$ cat src/rtl/pwm_ctrl_pkg.sv
// Shared state type and constants for the PWM sequencer blocks.
package pwm_ctrl_pkg;

  localparam int unsigned HOLD_BITS = 8;
  localparam int unsigned R_DEFAULT = 8;

  typedef enum logic [1:0] {
    IDLE  = 2'd0,
    ARM   = 2'd1,
    DWELL = 2'd2
  } state_e;

  // Full-scale duty for an r-bit PWM (2^r == 100 %).
  function automatic int unsigned duty_max(input int unsigned r);
    return 32'd1 << r;
  endfunction

  localparam int unsigned DUTY_MAX = duty_max(R_DEFAULT);

endpackage

$ cat src/rtl/pwm_period_tracker.sv
// Mirrors the PWM prescaler and period counter; flags the last cycle of each period
// (boundary_c) and pulses period_start on the first cycle of the next one.
module pwm_period_tracker #(
  parameter int unsigned R          = 8,
  parameter int unsigned TIMER_BITS = 8
) (
  input  logic                  clk,
  input  logic                  reset_n,
  input  logic [TIMER_BITS-1:0] final_value,
  output logic                  boundary_c,
  output logic                  period_start
);

  logic [TIMER_BITS-1:0] presc_q;
  logic [R-1:0]          period_q;
  logic                  tick_c;

  assign tick_c     = (presc_q == final_value);
  assign boundary_c = tick_c && (period_q == {R{1'b1}});

  always_ff @(posedge clk or negedge reset_n) begin
    if (!reset_n) begin
      presc_q      <= '0;
      period_q     <= '0;
      period_start <= 1'b0;
    end else begin
      presc_q      <= tick_c ? '0 : presc_q + TIMER_BITS'(1);
      if (tick_c) begin
        period_q <= period_q + R'(1);
      end
      period_start <= boundary_c;
    end
  end

endmodule

$ cat src/rtl/pwm_ramp_ctrl.sv
// Command-driven duty ramp sequencer for PWM; duty and FINAL_VALUE change only on period
// boundaries. Define PWM_RAMP_ABORT_EN to add the abort input.
module pwm_ramp_ctrl
  import pwm_ctrl_pkg::*;
#(
  parameter int unsigned R                = 8,
  parameter int unsigned TIMER_BITS       = 8,
  parameter int unsigned INIT_FINAL_VALUE = 194
) (
  input  logic                  clk,
  input  logic                  reset_n,
  input  logic                  cmd_valid,
  output logic                  cmd_ready,
  input  logic [R:0]            cmd_target,
  input  logic [R-1:0]          cmd_step,
  input  logic [HOLD_BITS-1:0]  cmd_hold,
  input  logic [TIMER_BITS-1:0] cmd_final_value,
`ifdef PWM_RAMP_ABORT_EN
  input  logic                  abort,
`endif
  output logic [R:0]            duty,
  output logic [TIMER_BITS-1:0] FINAL_VALUE,
  output logic                  period_start,
  output logic                  busy,
  output logic                  done
);

  localparam int unsigned DW = R + 1;
  localparam logic [R:0] DUTY_MAX_R = DW'(duty_max(R));
  localparam logic [TIMER_BITS-1:0] FV_RESET = TIMER_BITS'(INIT_FINAL_VALUE);

  state_e                state_q, state_d;
  logic [R:0]            tgt_q, tgt_d;
  logic [R-1:0]          step_q, step_d;
  logic [HOLD_BITS-1:0]  hold_q, hold_d;
  logic [HOLD_BITS-1:0]  hold_cnt_q, hold_cnt_d;
  logic [TIMER_BITS-1:0] fv_sh_q, fv_sh_d;
  logic [TIMER_BITS-1:0] fv_d;
  logic [R:0]            duty_d;
  logic                  done_d, ready_d, busy_d;

  logic                  boundary_c;
  logic                  abort_c;
  logic                  apply_step_c;
  logic [R:0]            tgt_norm_c;
  logic [R-1:0]          step_norm_c;
  logic [R:0]            step_ext_c, diff_c, mag_c, stepped_c;

`ifdef PWM_RAMP_ABORT_EN
  assign abort_c = abort;
`else
  assign abort_c = 1'b0;
`endif

  pwm_period_tracker #(
    .R          (R),
    .TIMER_BITS (TIMER_BITS)
  ) u_tracker (
    .clk          (clk),
    .reset_n      (reset_n),
    .final_value  (FINAL_VALUE),
    .boundary_c   (boundary_c),
    .period_start (period_start)
  );

  // Command normalisation: clamp target to full scale, zero step means one.
  assign tgt_norm_c  = (cmd_target > DUTY_MAX_R) ? DUTY_MAX_R : cmd_target;
  assign step_norm_c = (cmd_step == '0) ? R'(1) : cmd_step;

  // One step toward the target, never past it.
  assign step_ext_c = {1'b0, step_q};
  assign diff_c     = (duty >= tgt_q) ? (duty - tgt_q) : (tgt_q - duty);
  assign mag_c      = (step_ext_c < diff_c) ? step_ext_c : diff_c;
  assign stepped_c  = (duty < tgt_q) ? (duty + mag_c) : (duty - mag_c);

  always_comb begin
    state_d      = state_q;
    tgt_d        = tgt_q;
    step_d       = step_q;
    hold_d       = hold_q;
    hold_cnt_d   = hold_cnt_q;
    fv_sh_d      = fv_sh_q;
    fv_d         = FINAL_VALUE;
    duty_d       = duty;
    done_d       = 1'b0;
    apply_step_c = 1'b0;

    case (state_q)
      IDLE: begin
        if (cmd_valid) begin
          tgt_d   = tgt_norm_c;
          step_d  = step_norm_c;
          hold_d  = cmd_hold;
          fv_sh_d = cmd_final_value;
          state_d = ARM;
        end
      end
      ARM: begin
        if (abort_c) begin
          state_d = IDLE;
        end else if (boundary_c) begin
          fv_d         = fv_sh_q;
          apply_step_c = 1'b1;
        end
      end
      DWELL: begin
        if (abort_c) begin
          state_d = IDLE;
        end else if (boundary_c) begin
          if (hold_cnt_q == '0) begin
            apply_step_c = 1'b1;
          end else begin
            hold_cnt_d = hold_cnt_q - HOLD_BITS'(1);
          end
        end
      end
      default: begin
        state_d = IDLE;
      end
    endcase

    if (apply_step_c) begin
      duty_d = stepped_c;
      if (stepped_c == tgt_q) begin
        done_d  = 1'b1;
        state_d = IDLE;
      end else begin
        hold_cnt_d = hold_q;
        state_d    = DWELL;
      end
    end

    ready_d = (state_d == IDLE);
    busy_d  = (state_d != IDLE);
  end

  always_ff @(posedge clk or negedge reset_n) begin
    if (!reset_n) begin
      state_q     <= IDLE;
      tgt_q       <= '0;
      step_q      <= '0;
      hold_q      <= '0;
      hold_cnt_q  <= '0;
      fv_sh_q     <= '0;
      FINAL_VALUE <= FV_RESET;
      duty        <= '0;
      done        <= 1'b0;
      cmd_ready   <= 1'b1;
      busy        <= 1'b0;
    end else begin
      state_q     <= state_d;
      tgt_q       <= tgt_d;
      step_q      <= step_d;
      hold_q      <= hold_d;
      hold_cnt_q  <= hold_cnt_d;
      fv_sh_q     <= fv_sh_d;
      FINAL_VALUE <= fv_d;
      duty        <= duty_d;
      done        <= done_d;
      cmd_ready   <= ready_d;
      busy        <= busy_d;
    end
  end

endmodule

$ cat config.mk
export PLATFORM = sky130hd
export DESIGN_NAME = pwm_ramp_ctrl
export DESIGN_NICKNAME = d
export VERILOG_FILES = /design/src/rtl/pwm_ctrl_pkg.sv /design/src/rtl/pwm_period_tracker.sv /design/src/rtl/pwm_ramp_ctrl.sv
export SDC_FILE = /design/constraint.sdc
export NUM_CORES = 1
export LEC_CHECK = 0
export CAP_MARGIN = 15
export CELL_PAD_IN_SITES_DETAIL_PLACEMENT = 0
export CELL_PAD_IN_SITES_GLOBAL_PLACEMENT = 1
export CORE_MARGIN = 5
export CORE_UTILIZATION = 45
export DETAILED_ROUTE_END_ITERATION = 7
export PLACE_DENSITY = 0.83
export SYNTH_ARGS = -nofsm -noshare
export SYNTH_HDL_FRONTEND = slang
export SYNTH_SLANG_ARGS = --single-unit
$ cat constraint.sdc
create_clock -name clk -period 9.3 [get_ports clk]
set_input_delay 1.395 -clock clk [delete_from_list [all_inputs] [get_ports clk]]
set_output_delay 1.395 -clock clk [all_outputs]
set_load 0.02 [all_outputs]
==> results of run 1 <==
## synth_stat cells (4+ instances only)
master / n / share of area [%]
o21ai_1: 7 / 0.65
a211oi_1: 5 / 0.70
and2_1: 6 / 0.70
mux2_2: 34 / 7.1
nor2b_1: 14 / 1.6
dfstp_2: 4 / 1.9
mux2_4: 7 / 1.9
inv_1: 35 / 2.4
a21o_1: 12 / 1.7
xor2_1: 18 / 2.9
o21ai_0: 30 / 2.8
clkbuf_1: 8 / 0.56
a21oi_1: 22 / 2.0
nand4_1: 8 / 0.93
ha_1: 38 / 8.8
nand3_1: 15 / 1.4
and3_1: 4 / 0.46
buf_6: 5 / 1.0
dfrtp_1: 76 / 35
a31oi_1: 6 / 0.70
xnor2_1: 33 / 5.4
nor2_1: 41 / 2.9
nand2_1: 48 / 3.3
nand2b_1: 14 / 1.6
nor3_1: 10 / 0.93
## kinds of logic (layout without fill, tap and decap cells)
family / count (synthesis) / in the layout / share of synthesized area [%]
xor+xnor: 53 / 53 / 8.89
simple gates: 178 / 178 / 16.8
mux: 46 / 46 / 10.1
flops: 80 / 80 / 37.2
compound gates: 106 / 106 / 12.7
fa+ha+maj: 41 / 41 / 9.93
buf+inv: 51 / 110 / 4.29
## state kept, by name, summed over array words and instances (netlist names), 2 cells and up
name,cells
fv_sh_q,8
u_tracker.period_q,8
u_tracker.presc_q,8
tgt_q,9
step_q,8
state_q,2
hold_q,8
duty,9
FINAL_VALUE,8
hold_cnt_q,8
## worst max-delay path by stage
stage | cells after the start | startpoint | to | slack (ns)
after CTS | 39 | duty[1]$_DFFE_PN0P_ | hold_cnt_q[3]$_DFF_PN0_ | 1.42
after detailed placement | 39 | duty[1]$_DFFE_PN0P_ | hold_cnt_q[6]$_DFF_PN0_ | 1.49
final | 39 | duty[1]$_DFFE_PN0P_ | hold_cnt_q[3]$_DFF_PN0_ | 1.45
after global routing | 39 | duty[1]$_DFFE_PN0P_ | hold_cnt_q[3]$_DFF_PN0_ | 0.80
after global placement | 39 | duty[1]$_DFFE_PN0P_ | hold_cnt_q[7]$_DFF_PN0_ | 1.67
after floorplan | 41 | duty[1]$_DFFE_PN0P_ | hold_cnt_q[0]$_DFF_PN0_ | 1.62
## metal layers
layer / global-route usage (%) / vias up / routed length [um]
li1: - / 2035 / -
met1: 22.0 / 1920 / 5280
met2: 30.5 / 82 / 6060
met3: 3.66 / 19 / 555
met4: 6.80 / 0 / 231
met5: 0 / - / 0
## critical path, delay by kind of cell, from the launching register on
| kind | cells | cell delay, ns |
|---|---|---|
| compound gates | 11 | 2.14 |
| simple gates | 13 | 1.83 |
| fa+ha+maj | 4 | 1.08 |
| xor+xnor | 5 | 1.07 |
| buf+inv | 4 | 0.60 |
| mux | 2 | 0.55 |
| flops | 1 | 0.42 |
## power groups by stage
stage               Combinational (mW)  Sequential [mW]  Clock, mW
global route                      1.94            0.501      0.352
CTS                               1.75            0.490      0.338
detailed placement                1.73            0.496          0
floorplan                         1.43            0.471          0
global placement                  1.71            0.493          0
finish                            1.74            0.490      0.329
## stage by stage
stage	power, mW	std cells	hold slack, ns	instance area, um2
2_1_floorplan	1.90	555	0.442	5390
3_3_place_gp	2.21	745	0.463	6060
3_5_place_dp	2.23	745	0.473	6060
4_1_cts	2.58	761	0.485	6330
5_1_grt	2.79	761	0.515	6330
6_report	2.56	761	0.481	6330
## cell type report
class	instances	area (um2)	area share [%]
clock buffer	13	260	4.11
tap	147	184	2.90
clock inverter	3	17.5	0.277
inverter	35	131	2.07
timing repair buffer	59	581	9.17
multi-input combinational	424	3150	49.8
sequential	80	2010	31.7
==> impl_metrics.json, run 1 <==
{
  "clock_sinks": 80,
  "die_area_um2": 14300,
  "fmaxAchievable_mhz": 127,
  "post-route-util_pct": 53.4,
  "slowest_delay_ns": 0.42,
  "n_antenna_cell": 0,
  "hold_start": "u_tracker.period_q[7]$_DFFE_PN0N_",
  "pre_cts_ws_ns": 1.49,
  "routed_wl_mm": 12.1,
  "netlist_area_um2": 5390,
  "reg2regPathDepth": 39,
  "grt_pass1_vias": 4214,
  "cts_max_path_buffers": 2,
  "ys_types": 62,
  "grt_max_degree": 81,
  "post-cts-setup-buffers": 0,
  "ioPinCount": 57,
  "status": "finished, final reports clean",
  "clkPwrFrac_pct": 12.8,
  "rr_startpoint": "duty[1]$_DFFE_PN0P_",
  "max-vdd-ir-drop_v": 0.000194,
  "maxSlewViolCount": 0,
  "cts_htree_levels": 3,
  "num_vias": 4056,
  "setup_viol": 0,
  "antenna_found_initial": 0,
  "drtIter0Drc": 171,
  "postCtsHoldBufs": 0,
  "yosys_register_bits": 80,
  "viasPerCell": 5.33,
  "io_buffers": 56,
  "routabilityCongestion": 0.882,
  "cts_tree": "built",
  "holdCritPathClass": "reg2reg",
  "powerDensity_nw_per_um2": 404,
  "rows": 40,
  "switching_share_pct": 46.1,
  "synthFlopType": "dfrtp_1",
  "ctsResizeCount": 0,
  "ys_warn_count": 0,
  "drcViolationCount": 0,
  "coreArea_um2": 11900,
  "fin_crit_sh_pct": 84.4,
  "ctsRootBufferMaster": "clkbuf_16",
  "rsz0062_at_grt": "no",
  "tns_ns": 0,
  "endpoint_kind": "flop",
  "fillers": 1061,
  "die_w_um": 119,
  "synth-async-reset-ratio_pct": 100,
  "die_h_um": 119,
  "path_clk_slew_ns": 0.06,
  "switchingPower_mw": 1.18,
  "drv_cap": 0,
  "fin_worst_skew_ns": 0.00645,
  "p_leak_nw": 2.79,
  "min_to": "u_tracker.period_q[7]$_DFFE_PN0N_",
  "wire_per_inst_um": 15.9,
  "critPathArrivalTime_ns": 8.07,
  "synth_edf_count": 0,
  "grt_overflow": 0,
  "finalWorstSetupSlack_ns": 1.45,
  "pwr-share-seq_pct": 19.1,
  "start_util_pct": 45.5,
  "grt_pass1_wl_mm": 20.6,
  "cp.required_ns": 9.52,
  "netlist_instances": 555,
  "avgSynthCellArea_um2": 9.71,
  "synth-seq-area-share_pct": 37.2,
  "layout_commonest_cell": "dfrtp_1",
  "first_pass_iters": 4,
  "p_int_mw": 1.38,
  "final_hold_viol_count": 0,
  "antenna_left": 0,
  "syn_to_final_growth_pct": 17.5,
  "path_max_fanout": 23,
  "nets": 686,
  "layout-drive-gt1-share_pct": 12.7,
  "min_period_ns": 7.85,
  "critical_path_class": "reg2reg",
  "numCtsBuffers": 9,
  "grtUsageTotal_pct": 17.8,
  "hold_depth": 1,
  "r2r-end": "hold_cnt_q[3]$_DFF_PN0_",
  "insertion_delay_ns": 0.34,
  "maxSlewHeadroom_pct": 33.0,
  "layout_common_cells": "dfrtp_1 (76), clkdlybuf4s50_1 (55), nand2_1 (48), nor2_1 (41), ha_1 (38)",
  "hpwl_mm": 9.24,
  "critical_path.slowest_cell": "dfrtp_1",
  "r2r_slack_ns": 1.45,
  "critPathLaunchType": "flop",
  "tightest_slew_ns": 1.01,
  "synth_nets": 632,
  "p_comb_share_pct": 68.0
}
Power figures use the tool's default switching activity.
==> run 2, diff against run 1 <==
==> constraint.sdc (replaced) <==
create_clock -name clk -period 7.85 [get_ports clk]
set_input_delay 1.1775 -clock clk [delete_from_list [all_inputs] [get_ports clk]]
set_output_delay 1.1775 -clock clk [all_outputs]
set_load 0.02 [all_outputs]
==> run 2 against run 1 <==
Net effect: global-route usage is 0.42 points higher; sequential power increased by 18%; worst setup slack lost 0.93 ns; die area unchanged; maximum frequency is 7.1% higher; highest routed layer unchanged; critical path type unchanged; critical endpoint is now hold_cnt_q[6]$_DFF_PN0_.
==> impl_metrics.json, run 2 (synthesis results as in run 1) <==
{
  "drcViolationCount": 0,
  "grt_pass1_wl_mm": 21.1,
  "start_util_pct": 45.5,
  "max-vdd-ir-drop_v": 0.000199,
  "die_h_um": 119,
  "top_regs": "duty: 9 flops, tgt_q: 9 flops",
  "final_hold_viol_count": 0,
  "layout_commonest_cell": "dfrtp_1",
  "placed_area_um2": 6060,
  "p_leak_nw": 2.85,
  "critPathArrivalTime_ns": 7.54,
  "grt_overflow": 0,
  "coreArea_um2": 11900,
  "cp.required_ns": 8.06,
  "endpoint_kind": "flop",
  "ioPinCount": 57,
  "wire_per_inst_um": 16.3,
  "critical_path_class": "reg2reg",
  "hpwl_mm": 9.52,
  "min_period_ns": 7.33,
  "hold-worst-slack_ns": 0.483,
  "antenna_left": 0,
  "grt_max_degree": 81,
  "die_area_um2": 14300,
  "rows": 40,
  "num_vias": 4105,
  "post-route-util_pct": 55.0,
  "grtUsageTotal_pct": 18.2,
  "final_area_um2": 6520,
  "antenna_found_initial": 0,
  "powerDensity_nw_per_um2": 491,
  "path_clk_slew_ns": 0.06,
  "maxSlewViolCount": 0,
  "ctsRootBufferMaster": "clkbuf_16",
  "layout_common_cells": "dfrtp_1 (74), clkdlybuf4s50_1 (55), nand2_1 (48), nor2_1 (40)",
  "clock_sinks": 80,
  "tightest_slew_ns": 1.01,
  "cts_htree_levels": 3,
  "fin_worst_skew_ns": 0.00893,
  "cts_tree": "built",
  "nets": 693,
  "fmaxAchievable_mhz": 136,
  "holdCritPathClass": "reg2reg",
  "critical_path.slowest_cell": "ha_2",
  "first_pass_iters": 4,
  "fin_crit_sh_pct": 93.4,
  "viasPerCell": 5.35,
  "routabilityCongestion": 0.918,
  "fillers": 1096,
  "cts_max_path_buffers": 2,
  "maxSlewHeadroom_pct": 32.4,
  "grt_pass1_vias": 4357,
  "drv_cap": 0,
  "drtIter0Drc": 207,
  "path_max_fanout": 13,
  "insertion_delay_ns": 0.33,
  "numCtsBuffers": 9,
  "status": "finished, final reports clean",
  "critPathLaunchType": "flop",
  "io_buffers": 56,
  "die_w_um": 119,
  "n_antenna_cell": 0,
  "routed_wl_mm": 12.5,
  "slowest_delay_ns": 0.45,
  "layout-drive-gt1-share_pct": 16.6,
  "syn_to_final_growth_pct": 20.9,
  "setup_viol": 0
}
-- run 2: changes by cell type in the layout (fill, tap and decap cells not counted), sizes merged --
cell | previous run | this run
bufinv | 0 | 1
clkinv | 2 | 0
buf | 4 | 11
clkbuf | 13 | 14
-- run 2: critical path: cells and delay by family (launching register included) --
kind / cells / cell delay [ns]
AOI/OAI and AO/OA: 13 / 2.37
xor gates and xnor gates: 5 / 0.83
adders and majority gates: 4 / 1.25
buffers and inverters: 4 / 0.42
DFF: 1 / 0.42
muxes: 1 / 0.30
and+or+nand+nor: 12 / 1.57
-- run 2: power by group --
| group | switching [mW] | total (mW) | internal [mW] |
|---|---|---|---|
| clock | 0.157 | 0.421 | 0.264 |
| sequential | 0.0792 | 0.580 | 0.501 |
| combinational | 1.22 | 2.20 | 0.973 |
-- run 2: worst paths after layout --
path / to / from / slack (ns) / cells past startpoint
setup / recovery: hold_cnt_q[6]$_DFF_PN0_ / duty[2]$_DFFE_PN0P_ / 0.52 / 39
hold / removal: u_tracker.period_q[6]$_DFFE_PN0N_ / u_tracker.period_q[6]$_DFFE_PN0N_ / 0.48 / 1
setup reg to reg: hold_cnt_q[6]$_DFF_PN0_ / duty[2]$_DFFE_PN0P_ / 0.52 / 39
hold reg to reg: u_tracker.period_q[6]$_DFFE_PN0N_ / u_tracker.period_q[6]$_DFFE_PN0N_ / 0.48 / 1
max in group asynchronous: duty[1]$_DFFE_PN0P_ / reset_n / 6.11 / 1
min in group asynchronous: step_q[1]$_DFFE_PN0P_ / reset_n / 0.98 / 1
-- run 2: layout make-up --
type	instances	area, um2	share of cell area [%]
clock buffer	14	264	4.05
clock inverter	2	37.5	0.576
inverter	35	131	2.02
multi-input combinational	424	3250	49.8
sequential	80	2010	30.8
tap	147	184	2.82
timing repair buffer	66	646	9.90
-- run 2: metrics by stage --
stage / setup TNS [ns] / total power [mW] / cells / worst slack (ns)
after CTS: 0 / 3.11 / 761 / 0.161
after global placement: 0 / 2.62 / 745 / 0.356
final: 0 / 3.20 / 768 / 0.520
after floorplan: 0 / 2.25 / 555 / 0.169
after detailed placement: 0 / 2.66 / 745 / 0.211
after global routing: -0.0144 / 3.48 / 768 / -0.00824
-- run 2: routing by layer --
metal,up-vias,global-route usage [%],wire length (um)
met5,-,0,0
li1,2042,-,-
met1,1966,22.3,5420
met2,79,32.0,6370
met4,0,6.08,223
met3,18,3.80,479
-- run 2: timing repair --
action                     CTS  global route
setup endpoints to repair    0            12
resized for setup            0            21
buffers inserted             0             7
hold buffers                 0             0
==> run 3, diff against run 2 <==
--- a/config.mk
+++ b/config.mk
@@ -8,8 +8,8 @@
 export CAP_MARGIN = 15
 export CELL_PAD_IN_SITES_DETAIL_PLACEMENT = 0
 export CELL_PAD_IN_SITES_GLOBAL_PLACEMENT = 1
-export CORE_MARGIN = 5
 export CORE_UTILIZATION = 45
+export CTS_CLUSTER_DIAMETER = 80
 export DETAILED_ROUTE_END_ITERATION = 7
 export PLACE_DENSITY = 0.83
 export SYNTH_ARGS = -nofsm -noshare
==> run 3 against run 2 <==
Net effect: maximum frequency decreased by 1.1%; largest cell class unchanged; the flow now finishes with violations (design-rule violations); via count increased by 0.44%; register-to-register slack worse by 0.08 ns; core utilization grew 1.0 points; clock power is essentially flat; first-iteration DRC count decreased by 5.8%; non-clock buffer count is 1 lower; sequential share of layout area increased by 0.20 points; worst setup slack lost 0.080 ns; clock skew decreased by 0.0024 ns; total power fell by 0.26%; cell area shrank 0.65%.
==> impl_metrics.json, run 3 (synthesis results as in run 1) <==
{
  "final_area_um2": 6480,
  "insertion_delay_ns": 0.34,
  "num_vias": 4123,
  "max-vdd-ir-drop_v": 0.000199,
  "fillers": 1037,
  "maxSlewViolCount": 0,
  "coreArea_um2": 11600,
  "top_regs": "duty: 9 flops, tgt_q: 9 flops",
  "viasPerCell": 5.40,
  "min_period_ns": 7.41,
  "cts_htree_levels": 3,
  "grt_max_degree": 81,
  "drv_cap": 0,
  "die_h_um": 111,
  "nets": 692,
  "cts_max_path_buffers": 2,
  "r2r-end": "hold_cnt_q[0]$_DFF_PN0_",
  "grt_pass1_vias": 4174,
  "min_to": "u_tracker.period_q[6]$_DFFE_PN0N_",
  "layout_commonest_cell": "dfrtp_1",
  "syn_to_final_growth_pct": 20.1,
  "maxSlewHeadroom_pct": 33.0,
  "p_leak_nw": 2.84,
  "fmaxAchievable_mhz": 135,
  "layout_common_cells": "dfrtp_1 (74), clkdlybuf4s50_1 (55), nand2_1 (48), nor2_1 (40)",
  "routed_wl_mm": 11.9,
  "worst-path-buf-inv": 3,
  "hold_depth": 1,
  "first_pass_iters": 7,
  "fin_cells": 763,
  "hold-worst-slack_ns": 0.473,
  "status": "finished, violations left",
  "fin_crit_sh_pct": 94.4,
  "path_max_fanout": 11,
  "hold_start": "u_tracker.period_q[6]$_DFFE_PN0N_",
  "endpoint_kind": "flop",
  "postCtsHoldBufs": 0,
  "tns_ns": 0,
  "n_antenna_cell": 0,
  "grt_pass1_wl_mm": 20.2,
  "fin_worst_skew_ns": 0.00649,
  "hpwl_mm": 8.85,
  "critPathTopFamily": "compound AO/OA/AOI/OAI gates",
  "grt_overflow": 0,
  "antenna_found_initial": 0,
  "routabilityCongestion": 0.937,
  "violations": "design-rule violations",
  "clock_sinks": 80,
  "critical_path_class": "reg2reg",
  "slowest_delay_ns": 0.41,
  "cts_tree": "built",
  "critical_path.slowest_cell": "dfrtp_2",
  "layout-drive-gt1-share_pct": 15.8,
  "placed_area_um2": 6050,
  "rr_startpoint": "duty[1]$_DFFE_PN0P_",
  "die_w_um": 111,
  "grtUsageTotal_pct": 20.4,
  "antenna_left": 0,
  "final_hold_viol_count": 0,
  "path_clk_slew_ns": 0.06,
  "die_area_um2": 12400,
  "drcViolationCount": 2,
  "ctsRootBufferMaster": "clkbuf_16",
  "drtIter0Drc": 195,
  "io_buffers": 56,
  "critPathLaunchType": "flop",
  "tightest_slew_ns": 1.01,
  "start_util_pct": 46.6,
  "ioPinCount": 57,
  "critPathArrivalTime_ns": 7.63,
  "setup_viol": 0,
  "holdCritPathClass": "reg2reg",
  "rows": 39,
  "reg2regPathDepth": 39,
  "numCtsBuffers": 9,
  "cp.required_ns": 8.07,
  "dp_cells": 741,
  "wire_per_inst_um": 15.6,
  "r2r_slack_ns": 0.44,
  "powerDensity_nw_per_um2": 493
}
run 3: worst register-to-register path, delay by kind of cell, from the launching register on:
kind	cells	cell delay, ns
simple gates	13	1.78
xor+xnor	5	0.92
buf+inv	3	0.30
flops	1	0.41
mux	2	0.57
fa+ha+maj	4	1.17
compound gates	12	2.13
run 3: repair_timing:
item / CTS / global route
gates resized for setup: 0 / 17
setup endpoints to repair: 0 / 12
buffers inserted: 0 / 6
endpoints found under the hold margin: 0 / 0
run 3: layer usage:
metal / GRT usage [%] / up-vias / wire (um)
li1: - / 2049 / -
met1: 26.3 / 1947 / 5300
met2: 33.7 / 107 / 5800
met3: 4.08 / 20 / 554
met4: 8.20 / 0 / 263
met5: 0 / - / 0
run 3: worst max-delay path by stage:
stage / from / endpoint / cells past startpoint
after CTS: duty[1]$_DFFE_PN0P_ / hold_cnt_q[5]$_DFF_PN0_ / 38
final: duty[1]$_DFFE_PN0P_ / hold_cnt_q[0]$_DFF_PN0_ / 39
after detailed placement: duty[1]$_DFFE_PN0P_ / hold_cnt_q[5]$_DFF_PN0_ / 38
after global placement: duty[1]$_DFFE_PN0P_ / hold_cnt_q[6]$_DFF_PN0_ / 38
after floorplan: duty[1]$_DFFE_PN0P_ / hold_cnt_q[0]$_DFF_PN0_ / 41
after global routing: duty[1]$_DFFE_PN0P_ / hold_cnt_q[4]$_DFF_PN0_ / 38
run 3: area by class of cell:
cell class	instances	area, um2	area share [%]
repair buffers	65	638	9.85
clock inverters	4	52.6	0.811
well taps	143	179	2.76
inverters	35	131	2.03
flip-flops and latches	80	2010	31.0
clock buffers	12	246	3.81
multi-input cells	424	3220	49.7
run 3: stage by stage:
stage / util, % / power [mW] / worst slack, ns
floorplan: - / 2.25 / 0.169
global placement: 52.3 / 2.63 / 0.226
detailed placement: 52.3 / 2.65 / 0.131
CTS: 54.9 / 3.10 / 0.0659
global route: 56.0 / 3.47 / -0.0132
finish: 56.0 / 3.19 / 0.440
run 3: where the power goes:
group / leakage, nW / total (mW) / internal [mW] / switching, mW
sequential: 1.01 / 0.584 / 0.501 / 0.0834
combinational: 1.68 / 2.18 / 0.975 / 1.21
clock: 0.147 / 0.422 / 0.256 / 0.166
